## src/rtl/uart_rx_apb.sv

```systemverilog
// -----------------------------------------------------------------------------
// uart_rx_apb
//   APB slave UART receiver (8N1). The serial input is synchronised, and then
//   decoded by a bit-timer FSM. Received bytes are buffered in a small circular
//   FIFO that cores read over APB. An interrupt level is held while data is
//   pending.
//
// Ports
//   clk        system clock
//   reset      synchronous, active-high reset
//   S_PADDR    register select: 0 DATA, 1 STATUS, 2 COUNT, 3 reserved
//   S_PWRITE   APB write strobe
//   S_PSELx    APB select
//   S_PENABLE  APB enable
//   S_PWDATA   APB write data (STATUS b2/b3 are write-1-to-clear)
//   S_PRDATA   APB read data, combinational, 0 when not enabled
//   S_PREADY   S_PSELx & S_PENABLE (zero wait states)
//   rx_wire    asynchronous serial input, idle high
//   out        interrupt level, high while the FIFO is non-empty
//   int_data   FIFO head byte, zero-extended, 0 when empty
// -----------------------------------------------------------------------------
module uart_rx_apb #(
    parameter int CLK_HZ     = 50_000_000,
    parameter int BAUD       = 9600,
    parameter int FIFO_DEPTH = 8,
    parameter int DATA_WIDTH = 16
) (
    input  logic                  clk,
    input  logic                  reset,
    input  logic [1:0]            S_PADDR,
    input  logic                  S_PWRITE,
    input  logic                  S_PSELx,
    input  logic                  S_PENABLE,
    input  logic [DATA_WIDTH-1:0] S_PWDATA,
    output logic [DATA_WIDTH-1:0] S_PRDATA,
    output logic                  S_PREADY,
    input  logic                  rx_wire,
    output logic                  out,
    output logic [DATA_WIDTH-1:0] int_data
);

    localparam int CLKS_PER_BIT = CLK_HZ / BAUD;
    localparam int TW           = $clog2(CLKS_PER_BIT);
    localparam int PW           = $clog2(FIFO_DEPTH);
    localparam int CW           = $clog2(FIFO_DEPTH + 1);

    localparam logic [TW-1:0] T_HALF = TW'(CLKS_PER_BIT / 2 - 1);
    localparam logic [TW-1:0] T_FULL = TW'(CLKS_PER_BIT - 1);
    localparam logic [CW-1:0] C_FULL = CW'(FIFO_DEPTH);

    typedef enum logic [1:0] {
        ST_IDLE,
        ST_START,
        ST_DATA,
        ST_STOP
    } state_t;

    // ------------------------------------------------------------------ sync
    logic r_rx_meta;
    logic r_rx_s;

    always_ff @(posedge clk) begin
        if (reset) begin
            r_rx_meta <= 1'b1;
            r_rx_s    <= 1'b1;
        end else begin
            r_rx_meta <= rx_wire;
            r_rx_s    <= r_rx_meta;
        end
    end

    // ------------------------------------------------------------- APB decode
    logic w_en;
    logic w_rd;
    logic w_wr_status;
    logic w_ovr_clr;
    logic w_fe_clr;

    assign w_en        = S_PSELx & S_PENABLE;
    assign S_PREADY    = w_en;
    assign w_rd        = w_en & ~S_PWRITE;
    assign w_wr_status = w_en & S_PWRITE & (S_PADDR == 2'd1);
    assign w_ovr_clr   = w_wr_status & S_PWDATA[2];
    assign w_fe_clr    = w_wr_status & S_PWDATA[3];

    // Only b2/b3 of the write data have any effect.
    logic w_unused;
    assign w_unused = ^{S_PWDATA[DATA_WIDTH-1:4], S_PWDATA[1:0]};

    // ---------------------------------------------------------- receiver FSM
    state_t      r_state;
    logic [TW-1:0] r_timer;
    logic [2:0]  r_bit_idx;
    logic [7:0]  r_shift;
    logic        r_armed;
    logic        r_frame_err;

    // r_armed blocks a new start detection after a framing error until the
    // line has been seen idle (high) again.
    always_ff @(posedge clk) begin
        if (reset) begin
            r_state     <= ST_IDLE;
            r_timer     <= '0;
            r_bit_idx   <= '0;
            r_shift     <= '0;
            r_armed     <= 1'b1;
            r_frame_err <= 1'b0;
        end else begin
            if (w_fe_clr)
                r_frame_err <= 1'b0;

            case (r_state)
                ST_IDLE: begin
                    if (r_rx_s) begin
                        r_armed <= 1'b1;
                    end else if (r_armed) begin
                        r_timer <= '0;
                        r_state <= ST_START;
                    end
                end
                ST_START: begin
                    if (r_timer == T_HALF) begin
                        if (!r_rx_s) begin
                            r_timer   <= '0;
                            r_bit_idx <= '0;
                            r_state   <= ST_DATA;
                        end else begin
                            r_state <= ST_IDLE;
                        end
                    end else begin
                        r_timer <= r_timer + TW'(1);
                    end
                end
                ST_DATA: begin
                    if (r_timer == T_FULL) begin
                        r_shift[r_bit_idx] <= r_rx_s;
                        r_timer            <= '0;
                        r_bit_idx          <= r_bit_idx + 3'd1;
                        if (r_bit_idx == 3'd7)
                            r_state <= ST_STOP;
                    end else begin
                        r_timer <= r_timer + TW'(1);
                    end
                end
                ST_STOP: begin
                    if (r_timer == T_FULL) begin
                        // Set after the clear above, so a same-cycle error wins.
                        if (!r_rx_s) begin
                            r_frame_err <= 1'b1;
                            r_armed     <= 1'b0;
                        end
                        r_timer <= '0;
                        r_state <= ST_IDLE;
                    end else begin
                        r_timer <= r_timer + TW'(1);
                    end
                end
                default: r_state <= ST_IDLE;
            endcase
        end
    end

    // Good stop bit sampled this cycle: byte is offered to the FIFO.
    logic w_push_req;
    assign w_push_req = (r_state == ST_STOP) && (r_timer == T_FULL) && r_rx_s;

    // ------------------------------------------------------------------ FIFO
    logic [7:0]    r_mem [FIFO_DEPTH];
    logic [PW-1:0] r_wr_ptr;
    logic [PW-1:0] r_rd_ptr;
    logic [CW-1:0] r_count;
    logic          r_overrun;

    logic       w_empty;
    logic       w_full;
    logic       w_pop;
    logic       w_push;
    logic [7:0] w_head;

    assign w_empty = (r_count == '0);
    assign w_full  = (r_count == C_FULL);
    assign w_head  = r_mem[r_rd_ptr];
    assign w_pop   = w_rd & (S_PADDR == 2'd0) & ~w_empty;
    // A same-cycle pop frees the slot, so a full FIFO still accepts the push.
    assign w_push  = w_push_req & (~w_full | w_pop);

    always_ff @(posedge clk) begin
        if (reset) begin
            r_wr_ptr  <= '0;
            r_rd_ptr  <= '0;
            r_count   <= '0;
            r_overrun <= 1'b0;
        end else begin
            if (w_push) begin
                r_mem[r_wr_ptr] <= r_shift;
                r_wr_ptr        <= r_wr_ptr + PW'(1);
            end
            if (w_pop)
                r_rd_ptr <= r_rd_ptr + PW'(1);

            case ({w_push, w_pop})
                2'b10:   r_count <= r_count + CW'(1);
                2'b01:   r_count <= r_count - CW'(1);
                default: r_count <= r_count;
            endcase

            if (w_ovr_clr)
                r_overrun <= 1'b0;
            if (w_push_req && w_full && !w_pop)
                r_overrun <= 1'b1;
        end
    end

    // --------------------------------------------------------------- outputs
    assign out = ~w_empty;

    always_comb begin
        int_data = '0;
        if (!w_empty)
            int_data[7:0] = w_head;
    end

    always_comb begin
        S_PRDATA = '0;
        if (w_rd) begin
            case (S_PADDR)
                2'd0: if (!w_empty) S_PRDATA[7:0] = w_head;
                2'd1: S_PRDATA[3:0] = {r_frame_err, r_overrun, w_full, ~w_empty};
                2'd2: S_PRDATA[CW-1:0] = r_count;
                default: S_PRDATA = '0;
            endcase
        end
    end

endmodule

```

## config.mk

```make
export PLATFORM = sky130hd
export DESIGN_NAME = uart_rx_apb
export DESIGN_NICKNAME = d
export VERILOG_FILES = /design/src/rtl/uart_rx_apb.sv
export SDC_FILE = /design/constraint.sdc
export NUM_CORES = 1
export LEC_CHECK = 0
export ABC_AREA = 1
export CAP_MARGIN = 20
export CORE_MARGIN = 4
export CORE_UTILIZATION = 25
export CTS_BUF_LIST = sky130_fd_sc_hd__clkbuf_8 sky130_fd_sc_hd__clkbuf_16
export DETAILED_ROUTE_END_ITERATION = 6
export PLACE_DENSITY_LB_ADDON = 0.05
export SLEW_MARGIN = 20
export SYNTH_ARGS = -nofsm -noshare
export SYNTH_HDL_FRONTEND = slang
export SYNTH_SLANG_ARGS = --single-unit
```

## constraint.sdc

```tcl
create_clock -name clk -period 4 [get_ports clk]
set_input_delay 0.8 -clock clk [delete_from_list [all_inputs] [get_ports clk]]
set_output_delay 0.8 -clock clk [all_outputs]
set_load 0.1 [all_outputs]
```

==> summary.txt <==
Run status
  • Status: completed

Critical path
  • Critical path type: register to primary output
  • Reg-to-Reg Start: r_timer[0]
  • CP arrival: about 2.3 ns
  • CP Data Required Time: 3.20 ns
  • Startpoint Class: register
  • Critical Path Fanout Max: 22
  • Crit end category: primary output

Clock network
  • CTS Buf Count: 9
  • Setup Buffers After CTS: 0
  • Worst skew pair latency: approximately 0.35 ns
  • Max H-tree Level: 3
  • Deepest clock path buffer count: 2
  • CTS tree: yes
  • Root Buffer: clkbuf_16
  • CTS Sinks: around 110
  • Cts hold-fix bufs: 0
  • Post-cts resize count: 0
  • Clock slew seen by the registers of the worst setup and hold paths: 0.07 ns

Worst hold path
  • Critical hold path startpoint: r_rx_meta
  • Hold WC Path Type: register to register

Timing
  • Final Max Tran Viols: 0
  • Fmax: approximately 0.32 GHz
  • Slew HR: 58.3%
  • Fin crit period: about 3.1 ns
  • Final Setup Violations: 0
  • Clock skew: roughly 0.0074 ns
  • Measured slew at the worst slew-check pin: 0.619 ns
  • Setup TNS: 0 ns
  • Hold slack: around 0.41 ns
  • RSZ-0062 raised after global routing: no
  • Final hold violations: 0
  • Final worst setup slack: approximately 0.86 ns
  • Crit share post-route: between 70% and 80%

Yosys
  • Post-synth top flop: edfxtp_1
  • Post-synth EDFFs: 64
  • Register area share after synthesis: a little over half
  • Distinct cells, synth: 40
  • Synth top area cells: edfxtp_1, dfxtp_1, nor2_1
  • Area leader, netlist: edfxtp_1
  • Syn Inst Count: 614
  • Avg Inst Size Synth: approximately 8.7 um^2
  • #FFs+latches synth: roughly 110
  • Most common library cells after synthesis: nor2_1, nand2_1, edfxtp_1
  • Synthesized area: approximately 0.0053 mm^2
  • Most common cell in the netlist: nor2_1
  • Ys async rst share: 0%
  • Share of the synthesized area in the top cell type: a little over a third
  • Yosys warns: 0

Power
  • Int Pwr: between 1500 and 2000 uW
  • P_sw: roughly 570 uW
  • LEAKAGE: between 0.002 and 0.0025 uW
  • Pwr/cell area: about 350 mW/mm^2
  • Pwr Total: around 2200 uW
  • Comb power frac: 7.3%
  • Max VDD drop: 0.198 mV
  • Sw Share: between 20% and 30%
  • Clock power frac: 38.8%
  • Sequential share of power: about 54%

Route
  • Vias per inst: roughly 4.5
  • DRT Pass-1 Iters: 4
  • WL/cell: between 15 and 20 um
  • Post-Route WL: ~14 mm
  • Via count: 4129
  • DRC Markers: 0
  • Post-DRT Antenna Nets: 0
  • Initial drt markers: approximately 240

Global route
  • GR Overflow Total: 0
  • Total GRT Usage: about 12%
  • Number of global-route vias before repair: between 4000 and 5000
  • First-pass GRT wire length: 22.7 mm
  • Largest net degree at the start of global routing: 33
  • Initial antenna violation count: 0

Placement
  • Dpl hpwl: a little over 10 mm
  • Final Wtd Congestion: 0.830
  • # port buffers: 27
  • Post-place setup slack: roughly 0.77 ns

Layout
  • Layout net count: 674
  • Storage cell area: 0.00280 mm^2
  • Area grow syn2layout: 16.0%
  • Ant diodes: 0
  • Area of the multi-input gates: 0.00214 mm^2
  • Filler Cell Count: 2212
  • Share of cells above drive strength 1: between 10 and 15%
  • Core Util, Final: 29.5%

Die
  • Die area: roughly 0.024 mm^2
  • Die W: about 150 um
  • Chip Height: roughly 150 um
  • I/O pin count: 58
  • Rows: 53
  • CORE AREA: about 0.021 mm^2
  • Initial core utilization: between 20% and 30%

Job
  • Max Cap Viol: 0
[per-stage QoR]
stage	cells	instance area [um^2]
floorplan	629	5430
global placement	908	5930
detailed placement	908	5930
CTS	924	6210
global route	924	6210
finish	924	6210
[critical path, cell delays in order, from the launching register on]
cell and delay, ns:
dfxtp_1 0.31, inv_1 0.28, buf_4 0.33, o21ai_0 0.16, o21ai_0 0.10, nand2_1 0.11
a21oi_2 0.21, a21oi_1 0.10, nor2_2 0.09, buf_4 0.29
[registers in the layout, indices dropped and copies added, names as in the netlist, 3 cells and up, named ones only]
name / cells
r_bit_idx: 3
r_count: 4
r_mem: 64
r_rd_ptr: 3
r_shift: 8
r_timer: 13
r_wr_ptr: 3
[cells in the final DEF (no fill, tap or decap), types with 7 or more instances in the layout]
cell / netlist / layout
a21oi_1: 25 / 20
a31oi_1: 10 / 10
buf_4: 17 / 27
clkbuf_16: 0 / 9
clkdlybuf4s50_1: 0 / 9
conb_1: 1 / 16
dfxtp_1: 44 / 44
edfxtp_1: 64 / 64
inv_1: 56 / 57
inv_2: 8 / 8
nand2_1: 87 / 87
nand3_1: 46 / 46
nand4_1: 14 / 14
nor2_1: 89 / 86
nor2_2: 7 / 10
nor2_4: 7 / 7
nor3_1: 13 / 13
o21ai_0: 55 / 55
o221ai_1: 8 / 8
[worst paths after layout]
kind | endpoint | slack [ns] | cells past startpoint
setup / recovery | S_PRDATA[2] | 0.86 | 9
hold / removal | r_rx_s | 0.41 | 1
setup reg to reg | r_mem[1][1] | 1.75 | 10
hold reg to reg | r_rx_s | 0.41 | 1
[area by class of cell]
class	count	area share [%]
inverter	65	3.95
clock inverter	7	0.827
multi-input combinational	419	34.6
tap	275	5.54
clock buffer	9	3.63
timing repair buffer	41	6.33
sequential	108	45.2
[routing by layer]
metal	vias up	part of all wire (%)	wire length, um	global-route usage, %
met4	0	1.7	245	4.33
met1	1921	49	6880	16.2
met3	13	3.7	522	2.04
met2	69	46	6480	19.8
met5	-	0	0	0
li1	2126	-	-	-
[kinds of logic (layout without fill, tap and decap cells)]
| logic type | after synthesis | count (layout) | share of synthesized area, % |
|---|---|---|---|
| simple gates | 285 | 285 | 25.3 |
| xor+xnor | 4 | 4 | 0.655 |
| flops | 108 | 108 | 52.4 |
| compound gates | 108 | 108 | 11.2 |
| other cells | 1 | 16 | 0.0701 |
| buf+inv | 102 | 122 | 9.05 |
| fa+ha+maj | 6 | 6 | 1.40 |
[power groups by stage]
| stage | sequential [uW] | combinational, uW | clock (uW) |
|---|---|---|---|
| floorplan | 1200 | 145 | 0 |
| global placement | 1210 | 162 | 0 |
| detailed placement | 1210 | 163 | 0 |
| CTS | 1180 | 163 | 893 |
| global route | 1190 | 176 | 936 |
| finish | 1180 | 161 | 854 |
Note: power is estimated with default switching activity, not from simulation.
==> edit 1: new RTL, same settings <==
`BAUD`: 9600 -> 19200.
--- a/src/rtl/uart_rx_apb.sv
+++ b/src/rtl/uart_rx_apb.sv
@@ -23,3 +23,3 @@
     parameter int CLK_HZ     = 50_000_000,
-    parameter int BAUD       = 9600,
+    parameter int BAUD       = 19200,
     parameter int FIFO_DEPTH = 8,
Formal check against the unedited RTL: no difference found for any inputs over 10 cycles, from zero or initial values and one cycle with reset high; that may be too few to reach the edited logic, so the function may still have changed.
==> edit 1 against the unedited design <==
Routed wire length shrank 4.6%; clock skew increased by 0.53 ps; register-to-register slack gained 110 ps; first-iteration DRC count increased by 17%; design area down 2.8%; sequential cell count shrank 1; synthesized area decreased by 3.6%; setup slack got worse by 51 ps; total power rose by 3.6%; critical path type unchanged; critical endpoint is now S_PRDATA[3]; largest cell class unchanged; highest routed layer unchanged.
==> edit 1: results (changes against the unedited design) <==
Power
  – Register share of total power: 51.3% (-2.5 points)
  – Sw frac: 23.9% (-2.2 points)
  – P_leak: 2.48 nW (+5.4%)
  – Power Dens Cells: 378 nW/um2 (+6.6%)

Synthesis
  – Post-synthesis compound-gate area fraction: 12.8% (+1.6 points)
  – Area contributors post-synth: edfxtp_1, dfxtp_1, nor2_1
  – Post-Synth XOR/XNOR Area: 0.509% (-0.15 points)
  – Post-Synth Adder-Cell Area: 1.70% (+0.29 points)
  – Register area share after synthesis: 53.9% (+1.5 points)
  – Synth unique cells: 39 (-2.5%)
  – Syn_area_per_cell: 8.99 um2 (+3.2%)

Global route
  – Total Routing Usage GR: 12.3% (+0.20 points)
  – Met1 GRT Util: 16.8% (+0.63 points)

Worst setup path
  – Slowest stage delay, CP: 350 ps (+20 ps)
  – Critical R2R Capture: r_mem[6][5]
  – CP max FO: 20 (-9.1%)
  – Crit path DAT: 2390 ps (+50 ps)
  – FF-to-FF setup slack: 1860 ps (+110 ps)
  – Cells on worst reg2reg path: 8 (-2)

Routing
  – DR iter-0 viols: 276 (+17%)
  – Via count: 3876 (-6.1%)
  – Met1 wire length: 6570 um (-4.5%)
  – DR WL met2: 6070 um (-6.3%)
  – Vias/cell: 4.38 (-1.9%)
  – Met3 WL: 603 um (+16%)

Placed design
  – Placer congestion estimate: 0.774 (-6.8%)
  – Hpwl dp: 9440 um (-6.2%)
  – Placed insts: 868 (-4.4%)
  – Placed inst area: 5720 um2 (-3.6%)

Timing
  – Max transition margin: 59.4% (+1.1 points)
  – Clock skew: 7.96 ps (+0.527 ps)
  – Hold_ws: 415 ps (+1.46 ps)

Run status
  – Status: completed

Final layout
  – Nets: 640 (-5.0%)
  – Top flop regs: r_mem (64), r_timer (12), r_shift (8)
edit 1: changes by cell type in the layout (fill, tap and decap cells not counted), sizes merged, moves of 4 or more:
| cell | delta |
|---|---|
| nand3 | -11 |
| a31oi | -10 |
| and3 | +4 |
| nand2 | -24 |
| nand4 | -5 |
| o221ai | +7 |
| o21a | +4 |
| a21oi | +4 |
| inv | +5 |
| o21ai | -4 |
| nor3 | -8 |
edit 1: layout make-up:
class,instances,area [um2]
multi-input combinational,377,1960
timing repair buffer,43,370
inverter,71,267
fill,2165,14200
clock buffer,9,225
tap,270,338
clock inverter,7,91.3
sequential,107,2780
edit 1: per-stage QoR:
| step | util, % | setup slack [ps] |
|---|---|---|
| after global placement | 28.3 | 846 |
| after global routing | 29.8 | 710 |
| after detailed placement | 28.3 | 854 |
| final | 29.8 | 812 |
| after CTS | 29.8 | 763 |
| after floorplan | - | 8.67 |
==> edit 2: new RTL, same settings <==
Without the edit above. Compare `r_timer` against `T_FULL` with >= in place of ==.
--- a/src/rtl/uart_rx_apb.sv
+++ b/src/rtl/uart_rx_apb.sv
@@ -164,3 +164,3 @@
     logic w_push_req;
-    assign w_push_req = (r_state == ST_STOP) && (r_timer == T_FULL) && r_rx_s;
+    assign w_push_req = (r_state == ST_STOP) && (r_timer >= T_FULL) && r_rx_s;
 
Check against the original RTL: no difference found for any inputs over 10 cycles, from zero or initial values and one cycle with reset high; that may be too few to reach the edited logic, so the function may still have changed.
==> edit 2 against the unedited design <==
Setup slack worse by 250 ps; total power is 1.6% higher; routed wire length is 3.3% higher; synthesized area is 0.58% lower; via count is 1.0% lower; non-clock buffer count is 1 higher; sequential cell count stayed put; global-route usage is 0.35 points higher; critical path depth is 1 lower; core utilization is 0.19 points higher; design area is 0.34% higher; largest cell class unchanged; largest power group unchanged; highest routed layer unchanged.
==> edit 2: results (changes against the unedited design) <==
Placed design
  – Placer congestion estimate: 0.822 (-0.94%)
  – Hpwl dp: 10100 um (+0.59%)
  – Place WS: 662 ps (-104 ps)
  – I/O Buffers: 27 (unchanged)

Synthesis
  – Most used DFF post-synth: edfxtp_1
  – Area contributors post-synth: edfxtp_1, dfxtp_1, nand2_1
  – Ys async rst share: 0% (unchanged)
  – Most frequent cells after synthesis: nand2_1, nor2_1, edfxtp_1
  – Number of synthesized flops with an enable pin: 64 (unchanged)
  – Yosys warning count: 0 (unchanged)
  – Register area share after synthesis: 52.7% (+0.31 points)
  – Synth unique cells: 43 (+7.5%)

Timing
  – Slew @ Worst Pin: 756 ps (+136 ps)
  – Final Setup Violations: 0 (unchanged)
  – Minimum clock period: 3380 ps (+246 ps)
  – Final hold viol count: 0 (unchanged)
  – Clock skew: 14.4 ps (+6.96 ps)

Worst setup path
  – Cells on worst reg2reg path: 17 (+7)
  – CP max FO: 21 (-4.5%)
  – Reg2reg start: r_timer[0]
  – Crit path DAT: 2580 ps (+240 ps)
  – Critical R2R Capture: r_count[3]
  – FF-to-FF setup slack: 1230 ps (-520 ps)

Final layout
  – Nets: 658 (-2.4%)
  – Number of antenna cells inserted: 0 (unchanged)
  – Top flop regs: r_mem (64), r_timer (13), r_shift (8)
  – Share of layout cells above drive strength 1: 13.6% (-0.70 points)

Power
  – Max VDD drop: 0.000183 V (-7.4%)
  – Psw: 0.000599 W (+4.3%)
  – P_leak: 2.38 nW (+1.1%)
  – Clock share of power: 40.6% (+1.8 points)

Min path
  – Hold endpoint: r_rx_s
  – Hold Path Origin: r_rx_meta
  – Worst min path class: reg2reg
  – Worst hold path depth: 1 (unchanged)

Global route
  – Vias in the first global route: 4089 (+1.7%)
  – Global-route wire length before repair: 23000 um (+1.4%)
  – Antenna violations before repair: 0 (unchanged)
  – Total Routing Usage GR: 12.5% (+0.35 points)
  – Largest net degree at the start of global routing: 33 (unchanged)

Clock tree
  – Post-CTS Resized: 0 (unchanged)
  – Root buf cell: clkbuf_16
  – CTS buffer count: 9 (unchanged)
  – CTS H-tree depth: 3 (unchanged)
  – Number of buffers added for setup after CTS: 0 (unchanged)

Routing
  – Vias/cell: 4.51 (+0.95%)
  – First-pass DRT Iterations: 4 (unchanged)
  – DR iter-0 viols: 203 (-14%)
  – WL final: 14600 um (+3.3%)

Run status
  – Status: completed
[edit 2: critical path, stage by stage, from the launching register on]
cell and delay (ps):
dfxtp_1 310, inv_1 550, buf_4 320, nor2_1 60
o211ai_1 190, o211a_1 270, nand2_1 90, a21oi_2 140
buf_4 300
[edit 2: power groups by stage]
stage | Combinational [W] | Clock [W] | Sequential (W)
finish | 0.000153 | 0.000907 | 0.00117
global route | 0.000163 | 0.000991 | 0.00118
CTS | 0.000154 | 0.000944 | 0.00117
detailed placement | 0.000154 | 0 | 0.00120
global placement | 0.000155 | 0 | 0.00120
floorplan | 0.000136 | 0 | 0.00120
[edit 2: final cells by class]
cell class,count,area (um2)
Clock buffer,9,225
Clock inverter,7,72.6
Fill cell,2263,14700
Inverter,67,251
Multi-Input combinational cell,398,2110
Sequential cell,108,2800
Tap cell,275,344
Timing Repair Buffer,42,425
[edit 2: kinds of logic (layout without fill, tap and decap cells)]
group,after synthesis,count (layout),share of synthesized area [%]
buffers and inverters,105,125,9.22
DFF,108,108,52.7
adders and majority gates,8,8,2.02
AOI/OAI and AO/OA,124,124,13.4
other,1,16,0.0705
and+or+nand+nor,243,243,21.4
xor gates and xnor gates,7,7,1.15
[edit 2: routing by layer]
layer	part of all wire [%]	GRT usage, %
met1	49	16.5
met4	0.97	3.66
met2	47	20.6
met5	0	0
met3	3.1	2.59
[edit 2: per-stage QoR]
stage / instances / hold slack [ps] / area, um2
after global placement: 890 / 393 / 5930
after floorplan: 611 / 389 / 5400
after CTS: 906 / 426 / 6230
after detailed placement: 890 / 411 / 5930
after global routing: 906 / 437 / 6230
final: 906 / 410 / 6230
[edit 2: how the worst max path moves through the flow]
stage,startpoint,endpoint,depth (start not counted)
2_1_floorplan,r_count[3],S_PRDATA[3],7
3_3_place_gp,S_PSELx,r_count[3],18
3_5_place_dp,S_PSELx,r_count[3],18
4_1_cts,flip-flop,S_PRDATA[0],8
5_1_grt,flip-flop,S_PRDATA[0],8
6_report,flip-flop,S_PRDATA[0],8
